**config.mk**
```make
export PLATFORM = sky130hd
export DESIGN_NAME = lsu_ctrl_flat
export DESIGN_NICKNAME = d
export VERILOG_FILES = /design/src/rtl/lsu_ctrl_if.sv /design/src/rtl/lsu_ctrl.sv /design/src/flat_wrapper.sv
export SDC_FILE = /design/constraint.sdc
export NUM_CORES = 1
export LEC_CHECK = 0
export ABC_AREA = 0
export CORE_UTILIZATION = 43
export CTS_BUF_LIST = sky130_fd_sc_hd__clkbuf_8 sky130_fd_sc_hd__clkbuf_16
export CTS_CLUSTER_SIZE = 16
export DETAILED_ROUTE_END_ITERATION = 6
export GPL_TIMING_DRIVEN = 0
export PLACE_DENSITY = 0.88
export SKIP_LAST_GASP = 1
export SYNTH_ARGS = -nofsm -noshare
export SYNTH_HDL_FRONTEND = slang
export SYNTH_SLANG_ARGS = --single-unit
```
**constraint.sdc**
```tcl
create_clock -name clk -period 2.6 [get_ports clk]
set_input_delay 0.26 -clock clk [delete_from_list [all_inputs] [get_ports clk]]
set_output_delay 0.26 -clock clk [all_outputs]
set_load 0.02 [all_outputs]
```
**src/rtl/lsu_ctrl_if.sv**
```systemverilog
// Bundle of the CPU request/response handshake and the data-memory port used by lsu_ctrl.
// Handshake: a request transfers on the rising edge where req_valid && req_ready; the requester keeps req_* stable until then. resp_valid is a one-cycle pulse and cannot be stalled.
interface lsu_ctrl_if #(
  parameter int ADDR_W = 7
);
  logic              req_valid;
  logic              req_ready;
  logic              req_we;
  logic [1:0]        req_size;
  logic              req_unsigned;
  logic [ADDR_W-1:0] req_addr;
  logic [31:0]       req_wdata;
  logic              resp_valid;
  logic [31:0]       resp_rdata;
  logic              resp_err;
  logic [ADDR_W-3:0] dm_a;
  logic [31:0]       dm_wd;
  logic              dm_we;
  logic [31:0]       dm_rd;

  modport slave (
    input  req_valid, req_we, req_size, req_unsigned, req_addr, req_wdata, dm_rd,
    output req_ready, resp_valid, resp_rdata, resp_err, dm_a, dm_wd, dm_we
  );

  modport master (
    output req_valid, req_we, req_size, req_unsigned, req_addr, req_wdata, dm_rd,
    input  req_ready, resp_valid, resp_rdata, resp_err, dm_a, dm_wd, dm_we
  );
endinterface

```
**src/rtl/lsu_ctrl.sv**
```systemverilog
// Load/store unit controller: sub-word loads with sign/zero extension and sub-word stores
// by read-modify-write against a 32-word memory with asynchronous read.
module lsu_ctrl #(
  parameter int ADDR_W = 7
) (
  input  logic        clk,
  input  logic        rst_n,
  lsu_ctrl_if.slave   bus,
  output logic [2:0]  dbg_state
);
  typedef enum logic [2:0] {IDLE, LOAD, RMW_RD, WRITE, RESP} state_t;

  state_t            state, state_nxt;
  logic [1:0]        size_q, lane_q;
  logic              uns_q;
  logic [15:0]       wdata_q;
  logic [ADDR_W-3:0] a_q;
  logic [31:0]       merged_q, rdata_q;
  logic              err_q;
  logic              accept, req_err;
  logic [7:0]        byte_v;
  logic [15:0]       half_v;
  logic [31:0]       load_val, merge_val;

  assign accept = bus.req_valid && (state == IDLE);

  always_comb begin
    req_err = 1'b0;
    case (bus.req_size)
      2'b01:   req_err = bus.req_addr[0];
      2'b10:   req_err = (bus.req_addr[1:0] != 2'b00);
      2'b11:   req_err = 1'b1;
      default: req_err = 1'b0;
    endcase
  end

  always_comb begin
    state_nxt = state;
    case (state)
      IDLE: begin
        if (accept) begin
          if (req_err)                   state_nxt = RESP;
          else if (!bus.req_we)          state_nxt = LOAD;
          else if (bus.req_size == 2'b10) state_nxt = WRITE;
          else                           state_nxt = RMW_RD;
        end
      end
      LOAD:    state_nxt = RESP;
      RMW_RD:  state_nxt = WRITE;
      WRITE:   state_nxt = RESP;
      RESP:    state_nxt = IDLE;
      default: state_nxt = IDLE;
    endcase
  end

  // Lane extraction for loads and lane replacement for read-modify-write, both from dm_rd.
  always_comb begin
    byte_v    = bus.dm_rd[{lane_q, 3'b000} +: 8];
    half_v    = lane_q[1] ? bus.dm_rd[31:16] : bus.dm_rd[15:0];
    load_val  = bus.dm_rd;
    merge_val = bus.dm_rd;
    case (size_q)
      2'b00: begin
        load_val = {{24{~uns_q & byte_v[7]}}, byte_v};
        merge_val[{lane_q, 3'b000} +: 8] = wdata_q[7:0];
      end
      2'b01: begin
        load_val = {{16{~uns_q & half_v[15]}}, half_v};
        if (lane_q[1]) merge_val[31:16] = wdata_q;
        else           merge_val[15:0]  = wdata_q;
      end
      default: begin
        load_val  = bus.dm_rd;
        merge_val = bus.dm_rd;
      end
    endcase
  end

  always_ff @(posedge clk) begin
    if (!rst_n) begin
      state    <= IDLE;
      size_q   <= 2'b00;
      lane_q   <= 2'b00;
      uns_q    <= 1'b0;
      wdata_q  <= 16'h0;
      a_q      <= '0;
      merged_q <= 32'h0;
      rdata_q  <= 32'h0;
      err_q    <= 1'b0;
    end else begin
      state <= state_nxt;
      case (state)
        IDLE: begin
          if (accept) begin
            size_q  <= bus.req_size;
            lane_q  <= bus.req_addr[1:0];
            uns_q   <= bus.req_unsigned;
            wdata_q <= bus.req_wdata[15:0];
            a_q     <= bus.req_addr[ADDR_W-1:2];
            if (req_err) begin
              rdata_q <= 32'h0;
              err_q   <= 1'b1;
            end else if (bus.req_we && bus.req_size == 2'b10) begin
              merged_q <= bus.req_wdata;
            end
          end
        end
        LOAD: begin
          rdata_q <= load_val;
          err_q   <= 1'b0;
        end
        RMW_RD: merged_q <= merge_val;
        WRITE: begin
          rdata_q <= 32'h0;
          err_q   <= 1'b0;
        end
        default: ;
      endcase
    end
  end

  assign bus.req_ready  = (state == IDLE);
  assign bus.resp_valid = (state == RESP);
  assign bus.dm_we      = (state == WRITE);
  assign bus.dm_a       = a_q;
  assign bus.dm_wd      = merged_q;
  assign bus.resp_rdata = rdata_q;
  assign bus.resp_err   = err_q;
  assign dbg_state      = state;
endmodule

```
**src/flat_wrapper.sv**
```systemverilog
// flat-port wrapper written by rule: the top's interface ports become plain ports
module lsu_ctrl_flat 
#(
  parameter int ADDR_W = 7
)
  (clk, rst_n, dbg_state, bus_req_valid, bus_req_we, bus_req_size, bus_req_unsigned, bus_req_addr, bus_req_wdata, bus_dm_rd, bus_req_ready, bus_resp_valid, bus_resp_rdata, bus_resp_err, bus_dm_a, bus_dm_wd, bus_dm_we);
  lsu_ctrl_if #(.ADDR_W(ADDR_W)) bus_i ();
  input  logic clk;
  input  logic rst_n;
  output logic [2:0] dbg_state;
  input wire logic [$bits(bus_i.req_valid)-1:0] bus_req_valid;
  input wire logic [$bits(bus_i.req_we)-1:0] bus_req_we;
  input wire logic [$bits(bus_i.req_size)-1:0] bus_req_size;
  input wire logic [$bits(bus_i.req_unsigned)-1:0] bus_req_unsigned;
  input wire logic [$bits(bus_i.req_addr)-1:0] bus_req_addr;
  input wire logic [$bits(bus_i.req_wdata)-1:0] bus_req_wdata;
  input wire logic [$bits(bus_i.dm_rd)-1:0] bus_dm_rd;
  output wire logic [$bits(bus_i.req_ready)-1:0] bus_req_ready;
  output wire logic [$bits(bus_i.resp_valid)-1:0] bus_resp_valid;
  output wire logic [$bits(bus_i.resp_rdata)-1:0] bus_resp_rdata;
  output wire logic [$bits(bus_i.resp_err)-1:0] bus_resp_err;
  output wire logic [$bits(bus_i.dm_a)-1:0] bus_dm_a;
  output wire logic [$bits(bus_i.dm_wd)-1:0] bus_dm_wd;
  output wire logic [$bits(bus_i.dm_we)-1:0] bus_dm_we;
  assign bus_i.req_valid = bus_req_valid;
  assign bus_i.req_we = bus_req_we;
  assign bus_i.req_size = bus_req_size;
  assign bus_i.req_unsigned = bus_req_unsigned;
  assign bus_i.req_addr = bus_req_addr;
  assign bus_i.req_wdata = bus_req_wdata;
  assign bus_i.dm_rd = bus_dm_rd;
  assign bus_req_ready = bus_i.req_ready;
  assign bus_resp_valid = bus_i.resp_valid;
  assign bus_resp_rdata = bus_i.resp_rdata;
  assign bus_resp_err = bus_i.resp_err;
  assign bus_dm_a = bus_i.dm_a;
  assign bus_dm_wd = bus_i.dm_wd;
  assign bus_dm_we = bus_i.dm_we;
  lsu_ctrl #(.ADDR_W(ADDR_W)) u_core (.clk(clk), .rst_n(rst_n), .bus(bus_i), .dbg_state(dbg_state));
endmodule
```
After elaboration in Yosys (flattened, before gate mapping). Index checks and enable logic that the tools add are counted.

Bits in registers: 94. Bits of input ports: 78. Output and inout port bits: 76. Word-level logic and storage cells: 63.

Add/sub/neg operators: 1. Equal/unequal tests: 12. Shift operators: 3. Mux-type cells: 22. Bitwise gates (word level): 3. Reduce and logical (&&, ||, !) cells: 13.

Operator list (count): $pmux 32 s2 (3); $mux 32 (5); $pmux 32 s3 (1); $mux 16 (3); $bwmux 32 (1); $shift 8x7->32 const A (1); $shiftx 32x6->8 (1); $shiftx 8x7->32 (1); $mux 3 (3); $pmux 3 s3 (1); $neg 5->7 (1); $eq 3x2->1 const B (2); $ne 2x1->1 const B (3); $reduce_and 3->1 (2); $reduce_bool 2->1 (3); $eq 2x1->1 const B (2); $eq 2x2->1 const B (2); $reduce_and 4->1 (1); $eq 3x1->1 const B (1); $eq 3x3->1 const B (1); $logic_not 3->1 (1); $mux 1 (3); $pmux 1 s3 (1); $reduce_bool 3->1 (1); other kinds (8) (10).

Logic depth before layout (Yosys ltp). Gate-level depths: netlist of the first run.

Depth in word-level cells: 6. Mapped depth: 10. Gate-level depth less buffers: 7.

Least setup slack after synthesis of the first run. Ideal clock, no wire load.

Kind: register -> register. From: reg u_core.lane_q[1]. To: reg u_core.merged_q[11] (netlist: u_core.bus.dm_wd[11]). Arrival time: 2.536 ns. Data required time: 2.509 ns. Slack: -0.027 ns. Cell stages (with the launch flop): 11. Buffers on the path: 3. Path through: dfxtp_1 clkbuf_1 clkbuf_1 inv_1 ha_1 nor4b_1 and3_1 clkbuf_1 a221o_1 a21oi_1 a311oi_1.

Cells in the longest elaborated chain, start to end: 5. Elaborated cells between the ends (all ways): 7.

Ends and longest elaborated chain: start, declared (line lsu_ctrl.sv:14) `logic [1:0] size_q, lane_q;`; start signal, assigned (line lsu_ctrl.sv:96) `lane_q <= bus.req_addr[1:0];`; $neg 5->7 (line lsu_ctrl.sv:65) `merge_val[{lane_q, 3'b000} +: 8] = wdata_q[7:0];`; $shiftx 8x7->32 / $shift 8x7->32 (equally long branches) (line lsu_ctrl.sv:65); $bwmux 32 (line lsu_ctrl.sv:65); $pmux 32 s2 (*) (line lsu_ctrl.sv:62) `case (size_q)`; $pmux 32 s2 (*) (line lsu_ctrl.sv:92) `case (state)`; end signal, assigned (line lsu_ctrl.sv:104) `merged_q <= bus.req_wdata;`; end signal, assigned (line lsu_ctrl.sv:112) `RMW_RD: merged_q <= merge_val;`; end, declared (line lsu_ctrl.sv:18) `logic [31:0] merged_q, rdata_q;`.

Every way passes the cells marked *; elsewhere a longest branch is shown, timed or not. A chain may end at the register's enable or synchronous reset.

Final worst setup path of the first run.
From: reg u_core.lane_q[1]. To: reg u_core.merged_q[0] (netlist: u_core.bus.dm_wd[0]).

The elaborated chain is that of the path after synthesis.

==> reports/metrics.yaml, run 1 <==
synth:
  synth_seq_area_share_pct: 37.5
  synth_warnings: 0
  synth_cell_types: 51
  syn_avg_cell_area_sq_um: 7.87
  syn_area_sq_um: 5020
  synth-edff-count: 0
  synth_top_area_share_pct: 37.5
  ys.flop_type: "dfxtp_1"
  synthesis.nets: 721
  synth_top_cells_by_area: "dfxtp_1, nand2_1, a21oi_1, a31oi_1, a221oi_1"
  synth_largest_area_cell: "dfxtp_1"
  synthArstFlopShare_pct: 0
  syn-instance-count: 638
  ys_ff_latch: 94
placed_design:
  place.gp.congestion: 1.02
  dp_cells: 934
  dp_hpwl_um: 14400
  port-buffer-count: 153
clock_network:
  postCtsHoldBufs: 0
  clk_pin_slew_ns: 0.07
  cts_setup_buffers: 0
  cts_sinks: 94
  clockBufferDepth: 2
  tritoncts: "done"
  cts_root_buffer: "clkbuf_16"
  cts_resized: 7
  htree_levels: 3
  clock_latency_ns: 0.35
  cts_buffers: 9
worst_setup_path:
  critPathSlowestCell: "clkbuf_1"
  crit_chain: "buf_6 -> inv_1 -> ha_2 -> clkbuf_1 -> nand3_1 -> a21oi_1 -> a221oi_1 -> a311oi_1"
  end_kind: "flip-flop"
  required_ns: 2.84
  start_kind: "flip-flop"
  cp_max_fo: 19
  path_class: "flip-flop to flip-flop"
  cp_num_buf_inv: 3
  critical-path-max-stage-delay_ns: 0.38
  cpLargestDelayFamily: "buffers and inverters"
  critPathArrivalTime_ns: 2.72
die:
  die_w_um: 110
  ioPinCount: 154
  row_count: 39
  core-area_sq_um: 11400
  die-area_sq_um: 12100
  initial_utilization_pct: 44.0
  die_h_um: 110
job:
  drv_cap: 0
timing:
  relSlewSlack_pct: 33.1
  grt_setup_unrepaired: "true"
  fin_setup_tns_ns: 0
  period_share_pct: 95.6
  fin_worst_skew_ns: 0.00564
  fmax_mhz: 402
  worst_pin_slew_ns: 1.00
  fin_crit_ns: 2.49
  setup_viol: 0
  slew_viol_final: 0
  hold_viol_final: 0
routing:
  viasPerCell: 6.08
  detail-route-antenna-nets: 0
  drtIter0Drc: 616
  drt-total-wl_um: 19200
  wl_per_cell_um: 20.2
  num_vias: 5768
  drc: 0
  drt_first_pass_iters: 5
power_and_ir_drop:
  intPower_mw: 2.60
  pwr-share-clk_pct: 32.9
  vdd_drop_max_mv: 0.443
  p_seq_share_pct: 42.1
  p_leak_nw: 2.52
  power.density_nw_per_um2: 540
  power_frac_comb_pct: 25.1
  p_sw_share_pct: 31.6
  p_switching_mw: 1.20
layout:
  diodes: 0
  syn2layout_area_growth_pct: 40.3
  final_cell_count_no_fill: 948
  drive_gt1_share_pct: 6.21
  fin_nets: 883
min_path:
  min_path_type: "primary input to flip-flop"
global_route:
  overflow: 0
  grt_max_degree: 20
  antenna_found_initial: 0
  grt_util_all_layers_pct: 32.2
  grt_pass1_wl_um: 28900
  grt_pass1_vias: 5451
outcome:
  status: "completed"
==> through the flow <==
step | util, % | area (sq um) | setup WS, ns | hold slack (ns) | power, mW
2_1_floorplan | - | 5020 | 0.0838 | 0.396 | 2.11
3_3_place_gp | 59.0 | 6740 | -0.648 | 0.435 | 2.54
3_5_place_dp | 59.0 | 6740 | -0.565 | 0.443 | 2.55
4_1_cts | 61.5 | 7030 | 0.0208 | 0.446 | 3.78
5_1_grt | 61.7 | 7050 | -0.00360 | 0.458 | 3.93
6_report | 61.7 | 7050 | 0.115 | 0.450 | 3.81
==> cells in the mapped netlist (6+ instances only) <==
library cell  instances
nand2b_1             11
a31oi_1              31
o22ai_1               8
nor2b_1               7
dfxtp_1              94
inv_1                21
nand3_1               9
a221oi_1             22
a21oi_1              46
o2bb2ai_1             8
clkbuf_1             44
a21o_1               13
buf_2                 8
nor2_1               22
mux4_2                8
a311oi_1             16
a221o_1              13
o211ai_1              6
o21ai_0              14
nand2_1             170
==> power groups by stage <==
stage | clock [mW] | sequential (mW) | combinational [mW]
after floorplan | 0 | 1.68 | 0.426
after global placement | 0 | 1.62 | 0.915
after detailed placement | 0 | 1.63 | 0.924
after CTS | 1.25 | 1.60 | 0.932
after global routing | 1.31 | 1.61 | 1.02
final | 1.25 | 1.60 | 0.954
==> logic make-up (layout without fill, tap and decap cells) <==
group	count (synthesis)	count (layout)	share of synthesized area (%)
and+or+nand+nor	243	243	20.8
AOI/OAI and AO/OA	205	205	29.3
DFF	94	94	37.5
buffers and inverters	77	244	6.25
muxes	14	14	4.86
adders and majority gates	5	5	1.25
==> worst reg2reg max path, stage by stage, from the launching register on <==
cell      delay, ns
dfxtp_1        0.37
buf_6          0.19
inv_1          0.25
ha_2           0.27
clkbuf_1       0.38
nand3_1        0.13
a21oi_1        0.26
a221oi_1       0.16
a311oi_1       0.35
==> registers in the layout, summed over array words and instances, names as in the netlist <==
signal	count
u_core.uns_q	1
u_core.bus.dm_a	5
u_core.bus.resp_err	1
u_core.bus.resp_rdata	32
u_core.wdata_q	16
u_core.dbg_state	3
u_core.size_q	2
u_core.lane_q	2
u_core.bus.dm_wd	32
==> cell type report <==
cell class              count  area (sq um)
inverters                  21          78.8
well taps                 143           179
multi-input cells         467          2860
clock buffers              10           239
clock inverters             6          37.5
plain buffers              54           238
fillers                  1049          4370
repair buffers            153          1530
flip-flops and latches     94          1880
==> layer usage <==
metal  GRT usage, %  wire, um  part of all wire [%]
met2           48.3      8320                    43
met1           42.1      8050                    42
met5           3.13         0                     0
met4           18.7       822                   4.3
met3           7.17      1990                    10
==> worst paths after layout <==
kind	start	to	slack, ns	cells past startpoint
min	bus_req_addr[4]	u_core.bus.dm_a[2]	0.45	3
max reg2reg	u_core.lane_q[1]	u_core.bus.dm_wd[0]	0.11	8
max	u_core.lane_q[1]	u_core.bus.dm_wd[0]	0.11	8
min reg2reg	u_core.bus.dm_a[2]	u_core.bus.dm_a[2]	0.46	2
==> cells in the final DEF (no fill, tap or decap), drive strengths merged, types with 5 or more instances in the layout <==
cell / n
ha: 5
o22ai: 8
a21o: 13
nor3: 5
o221ai: 5
nand3: 9
a221oi: 24
a311oi: 16
a221o: 13
nand2: 170
nor2: 23
o21ai: 14
nor2b: 7
o2bb2ai: 8
dfxtp: 94
a22oi: 5
a21oi: 46
a31oi: 31
buf: 13
clkdlybuf4s50: 153
inv: 23
o211ai: 6
clkbuf: 51
nand2b: 11
nor3b: 5
mux4: 8
Power figures use the tool's default switching activity.
==> run 2: changes to the inputs <==
CORE_UTILIZATION = 40   (was 43)
PLACE_DENSITY = 0.81   (was 0.88)
clock period = 3.2 ns   (was 2.6 ns; I/O delays follow)
==> run 2 against run 1 <==
Global-route usage decreased by 1.7 points. Via count down 1.8%. Non-clock buffer count rose by 1. Highest routed layer unchanged.
==> reports/metrics.yaml, run 2 (same netlist as run 1, synthesis figures left out) <==
die:
  die_w_um: 114  # +3.6%
  core-area_sq_um: 12100  # +6.1%
  die_h_um: 114  # +3.6%
  row_count: 40  # +2.6%
  die-area_sq_um: 13000  # +7.4%
  initial_utilization_pct: 41.5  # -2.5 points
  ioPinCount: 154  # unchanged
routing:
  drtIter0Drc: 568  # -7.8%
  detail-route-antenna-nets: 0  # unchanged
  num_vias: 5667  # -1.8%
  drt-total-wl_um: 19600  # +1.9%
  drt_first_pass_iters: 6  # +1
  wl_per_cell_um: 20.1  # -0.59%
  viasPerCell: 5.83  # -4.2%
  drc: 0  # unchanged
worst_setup_path:
  r2r-start: "u_core.lane_q[1]"
  r2r_cells: 9  # +1
  path_class: "flip-flop to flip-flop"
  cp_max_fo: 10  # -9
  crit_start: "u_core.lane_q[1]"
  required_ns: 3.48  # +0.64 ns
  timing.rr.end: "u_core.bus.dm_wd[27]"
  end_kind: "flip-flop"
  start_kind: "flip-flop"
  critPathArrivalTime_ns: 3.35  # +0.63 ns
  rrSetupSlack_ns: 0.13  # about the same
  cp-endpoint: "u_core.bus.dm_wd[27]"
layout:
  final_util_pct: 58.3  # -3.4 points
  diodes: 0  # unchanged
  syn2layout_area_growth_pct: 40.5
  mostFrequentLayoutCells: "nand2_1, clkdlybuf4s50_1, dfxtp_1, a21oi_1, clkbuf_1"
  drive_gt1_share_pct: 5.35  # -0.86 points
  final_cell_count_no_fill: 972  # +2.5%
  fin_nets: 884  # +0.11%
  final_common_cell: "nand2_1"
timing:
  slew_viol_final: 0  # unchanged
  fin_crit_ns: 3.07  # +0.586 ns
  relSlewSlack_pct: 6.55  # -27 points
  hold_viol_final: 0  # unchanged
  fmax_mhz: 326  # -19%
  grt_setup_unrepaired: "false"
  setup_viol: 0  # unchanged
  fin_worst_skew_ns: 0.00709  # +0.00145 ns
  period_share_pct: 96.0  # +0.39 points
  worst_pin_slew_ns: 1.40  # +0.397 ns
power_and_ir_drop:
  vdd_drop_max_mv: 0.275  # -38%
  p_leak_nw: 2.52  # about the same
  power.density_nw_per_um2: 444  # -18%
  finalPower_mw: 3.14  # -18%
clock_network:
  cts_sinks: 94  # unchanged
  htree_levels: 3  # unchanged
  cts_root_buffer: "clkbuf_16"
  clockBufferDepth: 2  # unchanged
  cts_setup_buffers: 0  # unchanged
  tritoncts: "done"
  clock_latency_ns: 0.35  # about the same
  cts_buffers: 9  # unchanged
  clk_pin_slew_ns: 0.06  # about the same
job:
  drv_cap: 0  # unchanged
outcome:
  status: "completed"
min_path:
  min_path_type: "flip-flop to flip-flop"
placed_design:
  port-buffer-count: 153  # unchanged
  dp_hpwl_um: 14800  # +3.1%
  dp_cells: 959  # +2.7%
  place.gp.congestion: 0.962  # -5.4%
global_route:
  grt_pass1_vias: 5313  # -2.5%
  overflow: 0  # unchanged
  antenna_found_initial: 0  # unchanged
  grt_max_degree: 15  # -25%
  grt_pass1_wl_um: 29700  # +2.7%
  grt_util_all_layers_pct: 30.4  # -1.7 points
[run 2: cell types whose count changed in the layout (fill, tap and decap cells not counted), moves of 2 or more]
cell	change
clkinvlp_4	-2
nor3b_2	-2
nor3b_1	+2
clkbuf_2	+2
[run 2: where the power goes]
part	total [mW]	switching (mW)	internal (mW)
clock network	1.07	0.452	0.616
logic	0.772	0.444	0.328
registers	1.30	0.0576	1.24
total	3.14	0.953	2.18
[run 2: worst min path at each step]
stage | from | to | slack [ns] | depth (start not counted)
floorplan | u_core.wdata_q[11] | u_core.wdata_q[11] | 0.45 | 2
global placement | u_core.bus.resp_rdata[15] | u_core.bus.resp_rdata[15] | 0.44 | 1
detailed placement | u_core.bus.resp_rdata[8] | u_core.bus.resp_rdata[8] | 0.44 | 1
CTS | u_core.bus.dm_a[0] | u_core.bus.dm_a[0] | 0.46 | 2
global route | u_core.bus.resp_rdata[14] | u_core.bus.resp_rdata[14] | 0.47 | 1
finish | u_core.bus.dm_a[0] | u_core.bus.dm_a[0] | 0.46 | 2
[run 2: through the flow]
stage	hold WS, ns	worst slack, ns	TNS [ns]	cell area, sq um
2_1_floorplan	0.449	0.573	0	5020
3_3_place_gp	0.440	-0.304	-3.61	6770
5_1_grt	0.468	0.0414	0	7060
6_report	0.455	0.129	0	7060
4_1_cts	0.457	0.0302	0	7060
3_5_place_dp	0.444	-0.299	-2.73	6770
[run 2: worst max-delay path: stages, from the launching register on]
cell and delay [ns]:
dfxtp_1 0.42, clkbuf_2 0.29, clkbuf_2 0.29, inv_1 0.22, ha_1 0.39, nor3b_1 0.73
a31oi_1 0.19, o221ai_1 0.23, nand2_1 0.09, a31oi_1 0.15
[run 2: per-layer routing]
| layer | routed length (um) | track usage, % | vias up |
|---|---|---|---|
| met5 | 0 | 0 | - |
| met4 | 724 | 15.9 | 0 |
| met3 | 2070 | 7.57 | 46 |
| met2 | 8460 | 46.6 | 363 |
| met1 | 8300 | 39.7 | 2601 |
| li1 | - | - | 2657 |
[run 2: timing repair]
action                     CTS  global route
setup endpoints to repair   23             9
hold buffers                 0             0
pin swaps                    0             0
gates resized for setup      2             1
[run 2: layout make-up]
class	instances	area, sq um
fill	1126	5050
clock inverter	4	48.8
timing repair buffer	153	1530
inverter	21	78.8
tap	168	210
sequential	94	1880
multi-input combinational	467	2830
clock buffer	10	239
buffer	55	234
==> patch 1, RTL diff (flow settings as in run 1) <==
Put one more register stage on the output `dbg_state`, cleared by the reset. The value now appears one clock later. The other outputs are not delayed to match.
--- a/src/rtl/lsu_ctrl.sv
+++ b/src/rtl/lsu_ctrl.sv
@@ -126,6 +126,12 @@
   assign bus.dm_wd      = merged_q;
   assign bus.resp_rdata = rdata_q;
   assign bus.resp_err   = err_q;
-  assign dbg_state      = state;
+  always_ff @(posedge clk) begin
+    if (!rst_n) begin
+      dbg_state <= '0;
+    end else begin
+      dbg_state <= state;
+    end
+  end
 endmodule
 
Formal check against the unedited RTL: not equivalent (a bounded check fails within 4 cycles, from zero or initial values and one cycle with rst_n low).
==> patch 1 against run 1 <==
Power grew 5.7%; area after synthesis fell by 0.95%; clock skew rose by 1.4 ps; critical endpoint is now u_core.bus.dm_wd[4]$_SDFFE_PN0P_; final cell count down 9.0%; design area decreased by 0.51%; sequential cell count up 3; setup slack lost 28 ps; first-iteration DRC count fell by 5.2%; worst hold slack improved by 7.6 ps; via count down 6.2%; routed wire length grew 0.77%.
==> patch 1: results (changes against run 1) <==
outcome finished clean; ranking of synthesized cells by area dfxtp_1 (39%), a221o_2 (5.4%), nand2_1 (5.1%); first-pass GRT wire length 29600 µm (+2.2%); Finished Core Util 0.633 (+0.0157); hold_sp bus_req_addr[3]; Worst Skew 7.09 ps (+1.45 ps); CP Capture Point u_core.bus.dm_wd[4]$_SDFFE_PN0P_; arrival time at the worst endpoint 2770 ps (+50 ps); DRT Wirelength 19300 µm (+0.77%); Seq/total area 0.278 (+0.0105); CP Max Fanout 10 (-9); minimum clock period 2510 ps (+28.2 ps); Post-Syn Nets 640 (-11%); DR vias 5412 (-6.2%); largest net degree at the start of global routing 16 (-20%); Non-clk bufs 201 (-2.9%); Data buffer area share 0.250 (-0.00102); Leak 0.00248 µW (-1.5%); via/cell ratio 6.27 (+3.1%); R2R setup slack 90 ps (-30 ps); number of global-route vias before repair 5368 (-1.5%); Final #Nets 802 (-9.2%); area of the multi-input gates 2780 µm² (-2.9%); multi-input gates 394 (-16%); layout cells sized above 1 0.115 (+0.0527); Crit. Startpoint u_core.lane_q[0]$_SDFFE_PN0P_; met1 GRT Util 0.423 (+0.00230); Peak VDD IR 0.446 mV (+0.56%); met2 GRT Util 0.543 (+0.0596); Mapped Cells 557 (-13%); Sw Ratio 0.301 (-0.0145); crit-path leading delay family simple AND/OR/NAND/NOR gates; Clock Sink Count 97 (+3.2%); Place WS -403 ps (+163 ps); Synth Area in Compound Gates 0.293 (-0.000465); Die W 110 µm (-0.46%); Seq. pwr 1670 µW (+4%); clk pwr 1360 µW (+9%); clock power share 0.339 (+0.010); Fillers 926 (-12%); GPL Wtd Cong 0.946 (-6.9%)
patch 1: changes by cell type after synthesis, sizes merged, moves of 9 or more:
cell / change
nand2: -103
a31oi: -25
a211oi: +17
a311oi: -16
nor3: +16
nor2: +13
a221o: +11
o2bb2ai: +11
a32oi: +10
clkbuf: -10
a21oi: -9
patch 1: logic make-up (layout without fill, tap and decap cells):
| logic type | after synthesis | after routing |
|---|---|---|
| compound gates | 190 | 190 |
| fa+ha+maj | 5 | 5 |
| buf+inv | 66 | 232 |
| flops | 97 | 97 |
| mux | 27 | 27 |
| simple gates | 172 | 172 |
patch 1: repair_timing:
| item | CTS | global route |
|---|---|---|
| gates resized for setup | 6 | 3 |
| setup endpoints to repair | 22 | 16 |
| pin swaps | 1 | 0 |
| endpoints found under the hold margin | 0 | 0 |
patch 1: metal layers:
| layer | vias to the layer above | wire length (µm) |
|---|---|---|
| li1 | 2443 | - |
| met1 | 2570 | 8120 |
| met2 | 341 | 8890 |
| met3 | 58 | 1690 |
| met4 | 0 | 632 |
| met5 | - | 0 |
==> patch 2, RTL diff (settings of run 1) <==
Made on the original files. `ADDR_W` is set to 7 in 3 places; all go to 6.
--- a/src/rtl/lsu_ctrl_if.sv
+++ b/src/rtl/lsu_ctrl_if.sv
@@ -1,7 +1,7 @@
 // Bundle of the CPU request/response handshake and the data-memory port used by lsu_ctrl.
 // Handshake: a request transfers on the rising edge where req_valid && req_ready; the requester keeps req_* stable until then. resp_valid is a one-cycle pulse and cannot be stalled.
 interface lsu_ctrl_if #(
-  parameter int ADDR_W = 7
+  parameter int ADDR_W = 6
 );
   logic              req_valid;
   logic              req_ready;
--- a/src/rtl/lsu_ctrl.sv
+++ b/src/rtl/lsu_ctrl.sv
@@ -1,7 +1,7 @@
 // Load/store unit controller: sub-word loads with sign/zero extension and sub-word stores
 // by read-modify-write against a 32-word memory with asynchronous read.
 module lsu_ctrl #(
-  parameter int ADDR_W = 7
+  parameter int ADDR_W = 6
 ) (
   input  logic        clk,
   input  logic        rst_n,
--- a/src/flat_wrapper.sv
+++ b/src/flat_wrapper.sv
@@ -1,7 +1,7 @@
 // flat-port wrapper written by rule: the top's interface ports become plain ports
 module lsu_ctrl_flat 
 #(
-  parameter int ADDR_W = 7
+  parameter int ADDR_W = 6
 )
   (clk, rst_n, dbg_state, bus_req_valid, bus_req_we, bus_req_size, bus_req_unsigned, bus_req_addr, bus_req_wdata, bus_dm_rd, bus_req_ready, bus_resp_valid, bus_resp_rdata, bus_resp_err, bus_dm_a, bus_dm_wd, bus_dm_we);
   lsu_ctrl_if #(.ADDR_W(ADDR_W)) bus_i ();
Ports: changed (resized bus_dm_a and bus_req_addr); port bits go from 154 to 152. No check against the original RTL was run, so the function may have changed too.
==> patch 2 against run 1 <==
Routed wire length decreased by 2.4%; combinational power decreased by 2%; global-route usage decreased by 0.66 points; setup slack improved by 28 ps; design area decreased by 0.66%; fmax increased by 1.2%; synthesized cell count decreased by 2.7%; highest routed layer unchanged; area after synthesis decreased by 1.0%; power increased by 0.51%; non-clock buffer count increased by 1; sequential cell count decreased by 1; via count decreased by 0.90%; critical endpoint is now u_core.bus.dm_wd[10]$_SDFFE_PN0P_.
==> patch 2: results (changes against run 1) <==
outcome finished clean; antenna violations before repair 0 (unchanged); Peak VDD IR 0.306 mV (-31%); Crit. Startpoint u_core.lane_q[1]$_SDFFE_PN0P_; total global-route track usage 0.315 (-0.00662); yosys warns 0 (unchanged); Reg clk slew, reported paths 70 ps (about the same); Placed Area 6660 µm² (-1.2%); Async SR Flop Fraction 0 (unchanged); dpl hpwl 14100 µm (-1.9%); drt first pass iters 5 (unchanged); DR vias 5716 (-0.90%); Fillers 955 (-9.0%); crit end category flip-flop; ranking of synthesized cells by area dfxtp_1 (37%), nand2_1 (9.7%), a221oi_1 (8.8%); Post-Syn Nets 703 (-2.5%); Place WS -413 ps (+152 ps); RR Startpoint u_core.lane_q[1]$_SDFFE_PN0P_; worst skew pair latency ~340 ps; initial drt markers 700 (+14%); H-tree levels 3 (unchanged); hold_sp u_core.bus.dm_a[0]$_SDFFE_PN0P_; Worst Skew 7.17 ps (+1.53 ps); cells on worst reg2reg path 8 (unchanged); Final #Nets 864 (-2.2%); first-pass GRT wire length 28400 µm (-1.8%); Ant. Diodes 0 (unchanged); Int Power 2640 µW (+1.4%); layout cells sized above 1 0.0648 (+0.00269); Seq/Total Area, Yosys 0.374 (about the same); Post-synth top cells nand2_1 (129), dfxtp_1 (93), a221oi_1 (50), nor2_1 (44), clkbuf_1 (41); CTS root buffer clkbuf_16; number of global-route vias before repair 5161 (-5.3%); Distinct cells, synth 48 (-5.9%); Worst R2R End u_core.bus.dm_wd[10]$_SDFFE_PN0P_; CTS Buffer Depth 2 (unchanged); arrival time at the worst endpoint 2650 ps (-70 ps); GPL Wtd Cong 1.00 (-1.2%); Slew @ Worst Pin 844 ps (-158 ps); R2R setup slack 140 ps (+30 ps); CP Max Fanout 18 (-1); Leak 0.00260 µW (+3.2%); Port Buf Inserts 151 (-1.3%); DRT Wirelength 18700 µm (-2.4%); hold crit path type flip-flop to flip-flop; number of synthesized flops with an enable pin 0 (unchanged); largest net degree at the start of global routing 19 (-5.0%)
[patch 2: metrics by stage]
stage          hold WS (ps)  instances
6_report                452        927
5_1_grt                 477        927
4_1_cts                 454        927
3_5_place_dp            438        912
3_3_place_gp            434        912
2_1_floorplan           396        621
[patch 2: cell type report]
cell class,count,area (µm²),area share
Clock buffer,12,267,0.0381
Buffer,55,251,0.0359
Tap cell,140,175,0.0250
Multi-Input combinational cell,444,2790,0.398
Clock inverter,4,31.3,0.00447
Inverter,26,101,0.0145
Timing Repair Buffer,153,1530,0.218
Sequential cell,93,1860,0.266
[patch 2: logic make-up after synthesis]
family | Yosys count | synth area share
flip-flops | 93 | 0.374
AND/OR/NAND/NOR | 231 | 0.209
AO/OA/AOI/OAI | 196 | 0.289
buffers and inverters | 84 | 0.0709
adder cells (fa/ha/maj) | 5 | 0.0126
multiplexers | 12 | 0.0445
[patch 2: worst max-delay path: stages (launching register included)]
cell and delay, ps:
dfxtp_1 350, clkbuf_4 290, clkinvlp_4 180, ha_1 360, nor4b_2 190, and3_4 220, a221o_1 340, a21oi_1 280
a311oi_1 90
[patch 2: power groups by stage]
stage | Combinational [µW] | Clock (µW) | Sequential, µW
final | 934 | 1310 | 1580
after global routing | 999 | 1380 | 1580
after CTS | 909 | 1310 | 1570
after detailed placement | 897 | 0 | 1600
after global placement | 890 | 0 | 1600
after floorplan | 418 | 0 | 1660
[patch 2: what timing repair did]
item	CTS	global route
pin swaps	0	0
setup endpoints to repair	27	18
gates resized for setup	5	7
setup buffers	2	0
[patch 2: worst min-delay path by stage]
| stage | slack [ps] | cells after the start | to |
|---|---|---|---|
| CTS | 450 | 1 | u_core.bus.resp_rdata[10]$_SDFFE_PN0P_ |
| finish | 450 | 2 | u_core.bus.dm_a[0]$_SDFFE_PN0P_ |
| global route | 480 | 1 | u_core.bus.resp_rdata[2]$_SDFFE_PN0P_ |
| floorplan | 400 | 2 | u_core.wdata_q[15]$_SDFFE_PN0P_ |
| global placement | 430 | 1 | u_core.bus.resp_rdata[9]$_SDFFE_PN0P_ |
| detailed placement | 440 | 1 | u_core.bus.resp_rdata[8]$_SDFFE_PN0P_ |
[patch 2: per-layer routing]
metal / wire length (µm) / track usage / vias to the layer above
li1: - / - / 2609
met1: 7520 / 0.423 / 2624
met2: 8130 / 0.483 / 413
met3: 2310 / 0.0794 / 70
met4: 755 / 0.127 / 0
met5: 0 / 0 / -
